<file path="src/rtl/aes_word_block_adapter.sv">
// aes_word_block_adapter
// Bridges 32-bit HWPE word streams and the 128-bit AES core interface.
// The pack path gathers four plaintext words into one block; the unpack
// path splits each ciphertext block back into four words. The two paths
// run independently and share only the synchronous clear and idle status.
module aes_word_block_adapter #(
    parameter bit MSB_FIRST = 1'b1,
    parameter int CNT_W     = 8
) (
    input  logic               clk,
    input  logic               reset_n,
    input  logic               clear,
    // plaintext word stream in
    input  logic [31:0]        in_data_i,
    input  logic               in_valid_i,
    output logic               in_ready_o,
    // plaintext block to the core
    output logic [127:0]       blk_data_o,
    output logic               blk_valid_o,
    input  logic               blk_ready_i,
    // ciphertext block from the core
    input  logic [127:0]       res_data_i,
    input  logic               res_valid_i,
    output logic               res_ready_o,
    // ciphertext word stream out
    output logic [31:0]        out_data_o,
    output logic               out_valid_o,
    input  logic               out_ready_i,
    // status
    output logic [1:0]         pk_cnt_o,
    output logic [CNT_W-1:0]   blocks_packed_o,
    output logic [CNT_W-1:0]   blocks_unpacked_o,
    output logic               idle_o
);

    typedef enum logic {
        PK_FILL = 1'b0,
        PK_FULL = 1'b1
    } pk_state_t;

    typedef enum logic {
        UP_EMPTY = 1'b0,
        UP_DRAIN = 1'b1
    } up_state_t;

    // Bit offset of word slot idx inside a 128-bit block. With MSB_FIRST
    // word 0 lands in the top lane, so the lane number is simply ~idx.
    function automatic logic [6:0] slot_lsb(input logic [1:0] idx);
        logic [1:0] lane;
        lane = MSB_FIRST ? ~idx : idx;
        return {lane, 5'b0_0000};
    endfunction

    pk_state_t          r_pk_state;
    logic [1:0]         r_pk_cnt;
    logic [127:0]       r_blk;
    logic [CNT_W-1:0]   r_blocks_packed;

    up_state_t          r_up_state;
    logic [1:0]         r_up_idx;
    logic [127:0]       r_res;
    logic [CNT_W-1:0]   r_blocks_unpacked;

    logic [6:0]         w_pk_off;
    logic [6:0]         w_up_off;
    logic               w_in_hs;
    logic               w_blk_hs;
    logic               w_res_hs;
    logic               w_out_hs;

    assign w_pk_off = slot_lsb(r_pk_cnt);
    assign w_up_off = slot_lsb(r_up_idx);

    // Ready/valid are pure state decodes, so handshakes never form a
    // combinational path from input valid to output ready.
    assign in_ready_o  = (r_pk_state == PK_FILL);
    assign blk_valid_o = (r_pk_state == PK_FULL);
    assign res_ready_o = (r_up_state == UP_EMPTY);
    assign out_valid_o = (r_up_state == UP_DRAIN);

    assign w_in_hs  = in_valid_i  & in_ready_o;
    assign w_blk_hs = blk_valid_o & blk_ready_i;
    assign w_res_hs = res_valid_i & res_ready_o;
    assign w_out_hs = out_valid_o & out_ready_i;

    // Pack FSM: fill four slots, then hold the block until the core takes it.
    always_ff @(posedge clk or negedge reset_n) begin
        if (!reset_n) begin
            r_pk_state      <= PK_FILL;
            r_pk_cnt        <= 2'd0;
            r_blk           <= '0;
            r_blocks_packed <= '0;
        end else if (clear) begin
            r_pk_state      <= PK_FILL;
            r_pk_cnt        <= 2'd0;
            r_blk           <= '0;
            r_blocks_packed <= '0;
        end else if (r_pk_state == PK_FILL) begin
            if (w_in_hs) begin
                r_blk[w_pk_off +: 32] <= in_data_i;
                r_pk_cnt              <= r_pk_cnt + 2'd1;
                if (r_pk_cnt == 2'd3) begin
                    r_pk_state <= PK_FULL;
                end
            end
        end else begin
            if (w_blk_hs) begin
                r_blocks_packed <= r_blocks_packed + CNT_W'(1);
                r_pk_state      <= PK_FILL;
            end
        end
    end

    // Unpack FSM: capture a block, then emit its four words in slot order.
    always_ff @(posedge clk or negedge reset_n) begin
        if (!reset_n) begin
            r_up_state        <= UP_EMPTY;
            r_up_idx          <= 2'd0;
            r_res             <= '0;
            r_blocks_unpacked <= '0;
        end else if (clear) begin
            r_up_state        <= UP_EMPTY;
            r_up_idx          <= 2'd0;
            r_res             <= '0;
            r_blocks_unpacked <= '0;
        end else if (r_up_state == UP_EMPTY) begin
            if (w_res_hs) begin
                r_res      <= res_data_i;
                r_up_idx   <= 2'd0;
                r_up_state <= UP_DRAIN;
            end
        end else begin
            if (w_out_hs) begin
                r_up_idx <= r_up_idx + 2'd1;
                if (r_up_idx == 2'd3) begin
                    r_blocks_unpacked <= r_blocks_unpacked + CNT_W'(1);
                    r_up_state        <= UP_EMPTY;
                end
            end
        end
    end

    assign blk_data_o        = r_blk;
    assign out_data_o        = r_res[w_up_off +: 32];
    assign pk_cnt_o          = r_pk_cnt;
    assign blocks_packed_o   = r_blocks_packed;
    assign blocks_unpacked_o = r_blocks_unpacked;
    assign idle_o            = (r_pk_state == PK_FILL) && (r_pk_cnt == 2'd0)
                               && (r_up_state == UP_EMPTY);

endmodule

</file>
<file path="config.mk">
export PLATFORM = sky130hd
export DESIGN_NAME = aes_word_block_adapter
export DESIGN_NICKNAME = d
export VERILOG_FILES = /design/src/rtl/aes_word_block_adapter.sv
export SDC_FILE = /design/constraint.sdc
export NUM_CORES = 1
export LEC_CHECK = 0
export CAP_MARGIN = 20
export CORE_UTILIZATION = 40
export CTS_BUF_LIST = sky130_fd_sc_hd__clkbuf_8
export DETAILED_ROUTE_END_ITERATION = 16
export DONT_BUFFER_PORTS = 1
export PLACE_DENSITY = 0.64
export SYNTH_ARGS = -nofsm -noshare
export SYNTH_HDL_FRONTEND = slang
export SYNTH_SLANG_ARGS = --single-unit
</file>
<file path="constraint.sdc">
create_clock -name clk -period 2.1 [get_ports clk]
set_input_delay 0.105 -clock clk [delete_from_list [all_inputs] [get_ports clk]]
set_output_delay 0.105 -clock clk [all_outputs]
set_load 0.01 [all_outputs]
</file>
## Word-level counts from Yosys, hierarchy flattened

Index checks and enable logic that the tools add are counted.

| word-level totals | value |
|---|---|
| bits in registers | 278 |
| logic and storage cells | 76 |
| output and inout bits | 183 |

| operators by class | value |
|---|---|
| add/subtract/negate cells | 5 |
| shift-type cells | 3 |
| bitwise operators | 8 |
| equality and inequality tests | 5 |
| muxes and demuxes | 31 |
| reductions and logical operators | 16 |

Operator list:

| kind | count |
|---|---|
| $mux 128 | 6 |
| $bwmux 128 | 1 |
| $shift 32x9->128 const A | 1 |
| $shiftx 128x8->32 | 1 |
| $shiftx 32x9->128 | 1 |
| $mux 8 | 7 |
| $add 8x1->8 const B | 2 |
| $mux 2 | 7 |
| $reduce_bool 2->1 | 7 |
| $mux 1 | 10 |
| $neg 7->9 | 1 |
| $reduce_and 2->1 | 4 |
| $add 2x1->2 const B | 2 |
| $and 1x1->1 | 4 |
| $eq 2x2->1 const B | 2 |
| $ne 2x2->1 const B | 2 |
| $not 2->2 | 2 |
| $ne 3x2->1 const B | 1 |
| $reduce_and 3->1 | 1 |
| $reduce_bool 3->1 | 1 |
| $logic_and 1x1->1 | 2 |
| $logic_not 2->1 | 1 |
| $not 1->1 | 2 |

## Logic depth before layout (Yosys ltp)

Gate-level depths: netlist (run 1).

| depth | value |
|---|---|
| depth after elaboration | 7 |
| mapped depth | 7 |

## Worst setup path after synthesis (run 1)

OpenSTA, ideal clock, no wires.

| timing path | value |
|---|---|
| path type | register to register |
| start point | register r_pk_cnt[0] (netlist: pk_cnt_o[0]) |
| end point | register r_blk[66] (netlist: blk_data_o[66]) |
| setup slack | -0.124 ns |
| clock period less this slack | 2.224 ns |
| cell stages (with the launch flop) | 7 |
| arrival | 2.159 ns |
| required time | 2.035 ns |
| path through | dfrtp_1 > inv_1 > ha_1 > or3b_1 > a2111oi_4 > buf_6 > a22o_1 |

| on the way | value |
|---|---|
| cells in the longest elaborated chain, start to end | 7 |
| elaborated cells on any way between the ends | 8 |

RTL lines:

| item | RTL line | text |
|---|---|---|
| start: declaration | 55 | `logic [1:0] r_pk_cnt;` |
| start signal: assignment | 101 | `r_pk_cnt <= r_pk_cnt + 2'd1;` |
| $not 2->2 * | 50 | `lane = MSB_FIRST ? ~idx : idx;` |
| $neg 7->9 * | 100 | `r_blk[w_pk_off +: 32] <= in_data_i;` |
| $shiftx 32x9->128 / $shift 32x9->128 (equally long branches) | 100 |  |
| $bwmux 128 * | 100 |  |
| $mux 128 * | 99 | `if (w_in_hs) begin` |
| $mux 128 * | 98 | `end else if (r_pk_state == PK_FILL) begin` |
| $mux 128 * | 93 | `end else if (clear) begin` |
| end signal: indexed assignment | 100 |  |
| end: declaration | 56 | `logic [127:0] r_blk;` |

Mark *: on every way between the ends. The rest lies on a longest branch, timed or not. The select of a mux whose other input is x is not followed.
A chain may end at the register's enable or synchronous reset.

## Worst setup path in the final report (run 1)

| timing path | value |
|---|---|
| start point | register r_up_idx[0] |
| end point | output out_data_o[24] |

| on the way | value |
|---|---|
| cells in the longest elaborated chain, start to end | 2 |

RTL lines:

| item | RTL line | text |
|---|---|---|
| start: declaration | 60 | `logic [1:0] r_up_idx;` |
| start signal: assignment | 134 | `r_up_idx <= r_up_idx + 2'd1;` |
| $not 2->2 | 50 |  |
| $shiftx 128x8->32 | 144 | `assign out_data_o = r_res[w_up_off +: 32];` |
| end: declaration | 26 | `output logic [31:0] out_data_o,` |

No other way between the ends.

==> impl_metrics.tcl, run 1 <==
set metrics [dict create \
    cts-root-buf "clkbuf_8" \
    switchingPower_mw 2.88 \
    seqPwrFrac_pct 49.3 \
    cts_made_buffers 47 \
    critPathMaxStageDelay_ns 0.58 \
    maxSlewViolCount 0 \
    crit_fanout 15 \
    num_vias 8944 \
    worstSetupPathType "reg -> out" \
    highest_layer "met4" \
    grt_pass1_vias 8921 \
    routed_via_density 5.51 \
    final_nets 1384 \
    dpl_cell_area_sq_um 12000 \
    ios 350 \
    core_area_sq_um 27900 \
    clockBufferDepth 3 \
    power_frac_clock_pct 41.2 \
    initial_utilization_pct 40.9 \
    wl_met1_mm 13.7 \
    power_leakage_nw 6.81 \
    cp_slowest_cell "mux4_2" \
    worstMarginPinSlew_ns 0.635 \
    area_delta_synth_final_pct 31.2 \
    drv_cap 0 \
    violations "hold timing" \
    layout_setup_ws_ns 0.0683 \
    power_density_nw_per_um2 769 \
    holdWs_ns -0.743 \
    path_clk_slew_ns 0.06 \
    peakVddDrop_mv 0.449 \
    numPortBuffers 0 \
    p_sw_share_pct 25.0 \
    place_inst 1331 \
    yosysUniqueCellTypes 36 \
    ys.flop_type "dfrtp_1" \
    rr_worst_depth 5 \
    grt_max_degree 279 \
    grt_antenna_before_repair 3 \
    synth_area_sq_um 11400 \
    status "complete, but fails checks" \
    synth-seq-area-share_pct 60.8 \
    route.met2.wl_mm 16.1 \
    nFillCells 2407 \
    fin_worst_skew_ns 0.0196 \
    p_comb_share_pct 9.5 \
    hold_class "in -> async" \
    syn_nets 1184 \
    yosys_warnings 0 \
    syn_avg_cell_area_sq_um 11.3 \
    pre_cts_ws_ns 0.187 \
    tritoncts "yes" \
    dp_hpwl_mm 19.5 \
    drt_wl_total_mm 33.3 \
    grt_use_total_pct 21.5 \
    stdcell_count 1622 \
    rsz0062_at_grt "yes" \
    grt_pass1_wl_mm 49.2 \
    arrival_ns 1.93 \
    fmax_mhz 492 \
    drcViolationCount 0 \
    required_ns 2.00 \
    routedWlPerCell_um 20.5 \
    cp-start-kind "register" \
    gp_congestion 0.805 \
    die_x_um 171 \
    grt_overflow_total 0 \
    finalHoldViolCount 278 \
    cp-end-kind "output pin" \
    cts.sinks 278 \
    synth_edf_count 0 \
    timing.critical_path.cells "bufbuf_16, mux4_2" \
    firstDrtPassIters 5 \
    num_rows 61 \
    finalInstanceArea_sq_um 15000 \
    ys_ff_latch 278 \
    setup_viol 0 \
    drt_iter0_markers 655 \
    h-tree-depth 2 \
    wl_met3_mm 2.27 \
    fp.dieH_um 171 \
    postSynthCellCount 1009 \
    tns_ns 0 \
    relSlewSlack_pct 57.7 \
    power_mw 11.5 \
    drive_gt1_share_pct 11.7 \
    async_flop_share_pct 100 \
    postRouteAntennaNets 0 \
    finalCritPeriodShare_pct 96.7 \
    fin_crit_ns 2.03 \
    power.internal_mw 8.66 \
    dieArea_sq_um 29300 \
    clk-insertion-delay-late_ns 0.56 \
]
-- what timing repair did --
action	4_1_cts	5_1_grt
cloned	1	0
resized for setup	0	4
hold endpoints to repair	556	406
setup endpoints to repair	28	19
pin swaps	0	1
buffers inserted	1	4
hold buffers	162	40
-- registers in the layout, summed over array words and instances (netlist names) --
name               flops
out_valid_o            1
r_res                128
blocks_unpacked_o      8
blk_valid_o            1
pk_cnt_o               2
r_up_idx               2
blk_data_o           128
blocks_packed_o        8
-- cell families after synthesis --
logic type / Yosys count / synth area share (%)
AOI/OAI and AO/OA: 288 / 17.2
xor gates and xnor gates: 4 / 0.306
adders and majority gates: 8 / 0.876
buffers and inverters: 88 / 3.15
DFF: 278 / 60.8
muxes: 35 / 6.58
and+or+nand+nor: 308 / 11.0
-- through the flow --
| stage | hold WS [ns] | util (%) |
|---|---|---|
| final | -0.743 | 53.7 |
| after global routing | -0.789 | 53.7 |
| after CTS | -0.800 | 52.0 |
| after detailed placement | -0.185 | 42.8 |
| after global placement | -0.185 | 42.8 |
| after floorplan | -0.191 | - |
-- power groups by stage --
stage / sequential, mW / combinational (mW) / clock, mW
3_5_place_dp: 5.79 / 0.699 / 0
4_1_cts: 5.69 / 0.978 / 4.85
2_1_floorplan: 5.74 / 0.543 / 0
3_3_place_gp: 5.78 / 0.679 / 0
5_1_grt: 5.71 / 1.18 / 5.11
6_report: 5.69 / 1.09 / 4.76
-- critical path, delay by kind of cell, from the launching register on --
kind | cells | cell delay [ns]
muxes | 1 | 0.58
DFF | 1 | 0.44
buffers and inverters | 1 | 0.36
-- cell type report --
| class | instances | area, sq um | area share (%) |
|---|---|---|---|
| Sequential cell | 278 | 6960 | 46.4 |
| Multi-Input combinational cell | 643 | 4170 | 27.8 |
| Timing Repair Buffer | 232 | 2440 | 16.3 |
| Clock buffer | 57 | 785 | 5.23 |
| Tap cell | 378 | 473 | 3.15 |
| Clock inverter | 24 | 136 | 0.909 |
| Inverter | 7 | 26.3 | 0.175 |
| Antenna cell | 3 | 7.51 | 0.0501 |
-- path summary, 6_finish.rpt --
check	startpoint	end	slack (ns)
max in group asynchronous	reset_n	blk_data_o[19]$_DFFE_PN0P_	2.30
setup reg to reg	out_valid_o$_DFF_PN0_	r_res[50]$_DFFE_PN0P_	0.08
hold reg to reg	r_res[35]$_DFFE_PN0P_	r_res[35]$_DFFE_PN0P_	0.52
min in group clk	in_valid_i	blk_data_o[64]$_DFFE_PN0P_	0.05
setup / recovery	r_up_idx[0]$_DFFE_PN0P_	out_data_o[24]	0.07
hold / removal	reset_n	r_res[12]$_DFFE_PN0P_	-0.74
-- cell usage after synthesis (3+ instances only) --
master,n,share of area (%)
or4_1,4,0.26
a21oi_1,146,6.4
inv_1,7,0.23
dfrtp_1,278,61
a22o_1,126,9.7
buf_6,3,0.30
nand2_1,267,8.8
buf_2,6,0.26
nand4_1,5,0.27
nand2b_1,3,0.16
or3_1,5,0.27
ha_1,8,0.88
nand3_1,6,0.26
o21ai_0,5,0.22
buf_1,12,0.39
o31ai_1,5,0.33
nor2_1,6,0.20
xor2_1,4,0.31
clkbuf_1,60,2.0
mux4_2,32,6.3
-- per-layer routing --
layer / global-route usage, % / up-vias
met5: 0 / -
met1: 28.1 / 4520
met2: 33.6 / 355
met4: 9.63 / 0
met3: 5.67 / 82
li1: - / 3987
-- cell usage in the layout, fill, tap and decap left out, drive strengths merged, types with 2 or more instances in the layout --
cell / instances
dfrtp: 278
nand2: 267
dlygate4sd3: 201
a21oi: 146
a22o: 126
clkbuf: 57
mux4: 32
buf: 30
inv: 22
ha: 8
nor2: 6
clkinv: 6
nand3: 6
nand4: 5
o21ai: 5
or3: 5
o31ai: 5
or4: 4
xor2: 4
diode: 3
nand2b: 3
nand3b: 2
nor3: 2
and4b: 2
mux2i: 2
clkinvlp: 2
nor2b: 2
(Power assumes the default switching activity.)
==> inputs of run 2 (changes only) <==
- PLACE_DENSITY: 0.64 -> unset
==> run 2 against run 1 <==
The run still ends with hold timing left. Sequential share of layout area shrank 0.22 points. Largest power group unchanged. Hold slack lost 0.00087 ns. Maximum frequency grew 0.54%. Clock skew shrank 0.0045 ns.
==> impl_metrics.tcl, run 2 (synthesized netlist as in run 1, its figures left out) <==
set metrics [dict create \
    status "complete, but fails checks" \
    violations "hold timing" \
    use_met3_pct 5.07 \
    finalHoldViolCount 278 \
    drcViolationCount 0 \
    final_nets 1392 \
    fmax_mhz 495 \
    area_delta_synth_final_pct 31.8 \
    routed_via_density 5.55 \
    grt_antenna_before_repair 4 \
    num_vias 9024 \
    r2r-end "blocks_unpacked_o[4]$_DFFE_PN0P_" \
    path_clk_slew_ns 0.06 \
    tns_ns 0 \
    required_ns 2.57 \
    h-tree-depth 2 \
    maxSlewViolCount 0 \
    rsz0062_at_grt "no" \
    peakVddDrop_mv 0.428 \
    gr-usage-met1_pct 29.5 \
    drv_cap 0 \
    fin_worst_skew_ns 0.0152 \
    ff_latch_area_sq_um 6960 \
    hold_class "in -> async" \
    grt_overflow_total 0 \
    initial_utilization_pct 40.9 \
    final_cell_mix "275 x dfrtp_1, 267 x nand2_1, 213 x dlygate4sd3_1" \
    worstMarginPinSlew_ns 0.833 \
    drt_iter0_markers 632 \
    num_rows 61 \
    met2_usage_pct 36.4 \
    cts-root-buf "clkbuf_8" \
    fp.dieH_um 171 \
    cts_made_buffers 47 \
    setup_viol 0 \
    rr_worst_depth 5 \
    grt_pass1_vias 9402 \
    nFillCells 2390 \
    place_inst 1330 \
    clk-insertion-delay-late_ns 0.54 \
    drive_gt1_share_pct 11.5 \
    r2r_setup_slack_ns 0.08 \
    grt_max_degree 279 \
    finalInstanceArea_sq_um 15100 \
    die_x_um 171 \
    dp_hpwl_mm 19.0 \
    grt_pass1_wl_mm 51.6 \
    pre_cts_ws_ns 0.167 \
    cp-start-kind "register" \
    clockBufferDepth 3 \
    worstSetupPathType "reg -> reg" \
    grt-busiest-layer "met2" \
    reg2reg_from "blocks_unpacked_o[1]$_DFFE_PN0P_" \
    drt_wl_total_mm 33.9 \
    utilization_pct 53.9 \
    finalCritPeriodShare_pct 96.2 \
    cp-end-kind "register" \
    tritoncts "yes" \
    power_leakage_nw 6.84 \
    layout_setup_ws_ns 0.0793 \
    holdWs_ns -0.744 \
    grt_use_total_pct 22.5 \
    final_common_cell "dfrtp_1" \
    power_mw 11.6 \
    dieArea_sq_um 29300 \
    postRouteAntennaNets 0 \
    power_density_nw_per_um2 771 \
    dpl_cell_area_sq_um 11900 \
    core_area_sq_um 27900 \
    numPortBuffers 0 \
    fin_crit_ns 2.02 \
    relSlewSlack_pct 44.4 \
    gp_congestion 0.780 \
    crit_fanout 5 \
    routedWlPerCell_um 20.8 \
    ios 350 \
    multiInputGateArea_sq_um 4170 \
    cts.sinks 278 \
    stdcell_count 1627 \
    arrival_ns 2.49 \
    firstDrtPassIters 6 \
]
[run 2: layout make-up]
| type | instances | area share (%) |
|---|---|---|
| Antenna cell | 3 | 0.0498 |
| Clock buffer | 61 | 5.57 |
| Clock inverter | 17 | 0.656 |
| Inverter | 7 | 0.174 |
| Multi-Input combinational cell | 644 | 27.7 |
| Sequential cell | 278 | 46.2 |
| Tap cell | 378 | 3.14 |
| Timing Repair Buffer | 239 | 16.5 |
[run 2: how the worst max path moves through the flow]
| stage | endpoint | slack [ns] | cells past startpoint | startpoint |
|---|---|---|---|---|
| after detailed placement | blk_data_o[71]$_DFFE_PN0P_ | 0.17 | 6 | pk_cnt_o[1]$_DFFE_PN0P_ |
| after global routing | blocks_unpacked_o[7]$_DFFE_PN0P_ | 0.003 | 4 | blocks_unpacked_o[2]$_DFFE_PN0P_ |
| after CTS | r_res[83]$_DFFE_PN0P_ | 0.03 | 5 | out_valid_o$_DFF_PN0_ |
| after floorplan | blk_data_o[66]$_DFFE_PN0P_ | 0.004 | 6 | pk_cnt_o[0]$_DFFE_PN0P_ |
| after global placement | blk_data_o[74]$_DFFE_PN0P_ | 0.23 | 6 | pk_cnt_o[1]$_DFFE_PN0P_ |
| final | blocks_unpacked_o[4]$_DFFE_PN0P_ | 0.08 | 5 | blocks_unpacked_o[1]$_DFFE_PN0P_ |
[run 2: routing by layer]
layer / vias to the layer above / part of all wire, %
li1: 3987 / -
met1: 4613 / 41
met2: 344 / 49
met3: 78 / 6.5
met4: 2 / 2.9
met5: - / 0.030
[run 2: critical path, cell delays in order (launching register included)]
cell and delay (ns):
dfrtp_1 0.45, ha_1 0.19, nand4_1 0.21, or3_1 0.40, a21oi_1 0.15, dlygate4sd3_1 0.56
[run 2: timing repair]
item | in CTS | in global routing
hold endpoints to repair | 556 | 289
setup buffers | 0 | 1
gates resized for setup | 0 | 5
hold buffers | 212 | 2
endpoints found under the setup margin | 0 | 37
[run 2: power by group]
| part | internal, mW | switching (mW) | total, mW |
|---|---|---|---|
| clock network | 2.70 | 2.13 | 4.83 |
| logic | 0.534 | 0.562 | 1.10 |
| registers | 5.55 | 0.148 | 5.69 |
==> inputs of run 3 (changes only) <==
- CORE_UTILIZATION: 40 -> 59
- PLACE_DENSITY: unset -> 0.78
==> run 3 against run 2 <==
The run still ends with hold timing left. Maximum frequency increased by 0.60%. Via count increased by 4.1%. Final area shrank 2.5%. Clock skew rose by 0.013 ns. Register-to-register slack about the same. Utilization grew 24 points. Critical path depth down 1. Sequential cell count is the same. Total power decreased by 2.9%. Critical path type unchanged. Largest cell class unchanged. Highest routed layer is now met4.
==> impl_metrics.tcl, run 3 (synthesized netlist as in run 1, its figures left out) <==
set metrics [dict create \
    numPortBuffers 0 \
    drt_iter0_markers 792 \
    switchingPower_mw 2.84 \
    die_x_um 141 \
    ios 350 \
    pre_cts_ws_ns 0.161 \
    holdWs_ns -0.712 \
    fin_worst_skew_ns 0.0278 \
    worstSetupPathType "reg -> reg" \
    crit_fanout 6 \
    relSlewSlack_pct 57.2 \
    grt_overflow_total 0 \
    core_area_sq_um 18800 \
    power_frac_clock_pct 39.8 \
    h-tree-depth 2 \
    postRouteAntennaNets 0 \
    finalCritPeriodShare_pct 95.6 \
    p_comb_share_pct 9.7 \
    grt_use_total_pct 35.5 \
    tritoncts "yes" \
    arrival_ns 2.47 \
    drcViolationCount 0 \
    drt_wl_total_mm 35.1 \
    fin_crit_ns 2.01 \
    multiInputGateArea_sq_um 4170 \
    gp_congestion 0.788 \
    drive_gt1_share_pct 10.7 \
    grt_antenna_before_repair 4 \
    seqPwrFrac_pct 50.5 \
    nFillCells 1026 \
    grt_max_degree 279 \
    num_rows 50 \
    maxSlewViolCount 0 \
    drv_cap 0 \
    firstDrtPassIters 5 \
    dp_hpwl_mm 17.9 \
    final_cell_mix "274 x dfrtp_1, 267 x nand2_1, 199 x dlygate4sd3_1" \
    power_density_nw_per_um2 768 \
    cts_made_buffers 44 \
    cp-end-kind "register" \
    worstMarginPinSlew_ns 0.642 \
    final_nets 1375 \
    dieArea_sq_um 19900 \
    grt_pass1_vias 10000 \
    clk-insertion-delay-late_ns 0.53 \
    cts-root-buf "clkbuf_8" \
    initial_utilization_pct 60.7 \
    power_leakage_nw 6.74 \
    finalHoldViolCount 278 \
    num_vias 9394 \
    hold_class "in -> async" \
    path_clk_slew_ns 0.06 \
    tns_ns 0 \
    status "complete, but fails checks" \
    peakVddDrop_mv 0.748 \
    routedWlPerCell_um 23.6 \
    fp.dieH_um 141 \
    layout_setup_ws_ns 0.0914 \
    ff_latch_area_sq_um 6960 \
    cp-start-kind "register" \
    final_common_cell "dfrtp_1" \
    setup_viol 0 \
    routed_via_density 6.30 \
    p_sw_share_pct 25.1 \
    clockBufferDepth 3 \
    rsz0062_at_grt "no" \
    required_ns 2.56 \
    grt_pass1_wl_mm 54.2 \
    ctsHoldBuffers 200 \
    violations "hold timing" \
    power.internal_mw 8.45 \
    cts.sinks 278 \
    area_delta_synth_final_pct 28.5 \
    fmax_mhz 498 \
]
[run 3: cell count changes in the layout (fill, tap and decap cells not counted), moves of 5 or more]
cell | before | now
clkbuf_8 | 61 | 53
clkinv_2 | 7 | 2
inv_1 | 16 | 25
dlygate4sd3_1 | 213 | 199
[run 3: final timing paths]
kind                                                 from                               end  slack, ns  depth (start not counted)
hold / removal                                    reset_n            r_res[118]$_DFFE_PN0P_      -0.71                          0
hold reg to reg                      r_res[1]$_DFFE_PN0P_              r_res[1]$_DFFE_PN0P_       0.52                          2
min in group clk                                    clear  blocks_unpacked_o[4]$_DFFE_PN0P_       0.05                          2
setup reg to reg           blocks_packed_o[2]$_DFFE_PN0P_    blocks_packed_o[7]$_DFFE_PN0P_       0.09                          4
max in group asynchronous                         reset_n  blocks_unpacked_o[1]$_DFFE_PN0P_       2.22                          0
setup / recovery           blocks_packed_o[2]$_DFFE_PN0P_    blocks_packed_o[7]$_DFFE_PN0P_       0.09                          4
[run 3: power by group through the flow]
stage               clock [mW]  combinational (mW)  sequential, mW
floorplan                    0               0.543            5.74
CTS                       4.46                1.04            5.69
finish                    4.49                1.10            5.70
global placement             0               0.662            5.77
global route              4.76                1.17            5.71
detailed placement           0               0.683            5.78
[run 3: what timing repair did]
| action | 4_1_cts | 5_1_grt |
|---|---|---|
| resized for setup | 0 | 8 |
| setup buffers | 0 | 2 |
| endpoints found under the hold margin | 556 | 278 |
| setup endpoints to repair | 0 | 29 |
[run 3: cell type report]
cell class | count | share of cell area [%]
well taps | 260 | 2.21
flip-flops and latches | 278 | 47.4
multi-input cells | 643 | 28.4
repair buffers | 226 | 16.1
diodes | 4 | 0.0681
inverters | 7 | 0.179
clock buffers | 53 | 4.97
clock inverters | 21 | 0.733
[run 3: through the flow]
step	hold WS [ns]	util (%)	instance area (sq um)	std cells	total power, mW
final	-0.712	78.0	14700	1492	11.3
after global routing	-0.745	78.0	14700	1492	11.6
after CTS	-0.755	77.7	14600	1486	11.2
after detailed placement	-0.183	62.5	11800	1212	6.46
after global placement	-0.185	62.5	11800	1212	6.43
after floorplan	-0.191	-	11400	1009	6.28
[run 3: worst max-delay path: stages (launching register included)]
cell	delay, ns
dfrtp_1	0.49
nand3_2	0.17
or4_1	0.58
a21oi_2	0.16
dlygate4sd3_1	0.55
[run 3: layer usage]
layer	routed length, um	track usage (%)	up-vias
li1	-	-	3956
met2	17400	56.3	586
met4	1850	21.1	0
met1	12700	43.5	4690
met5	0	0	-
met3	3150	10.1	162
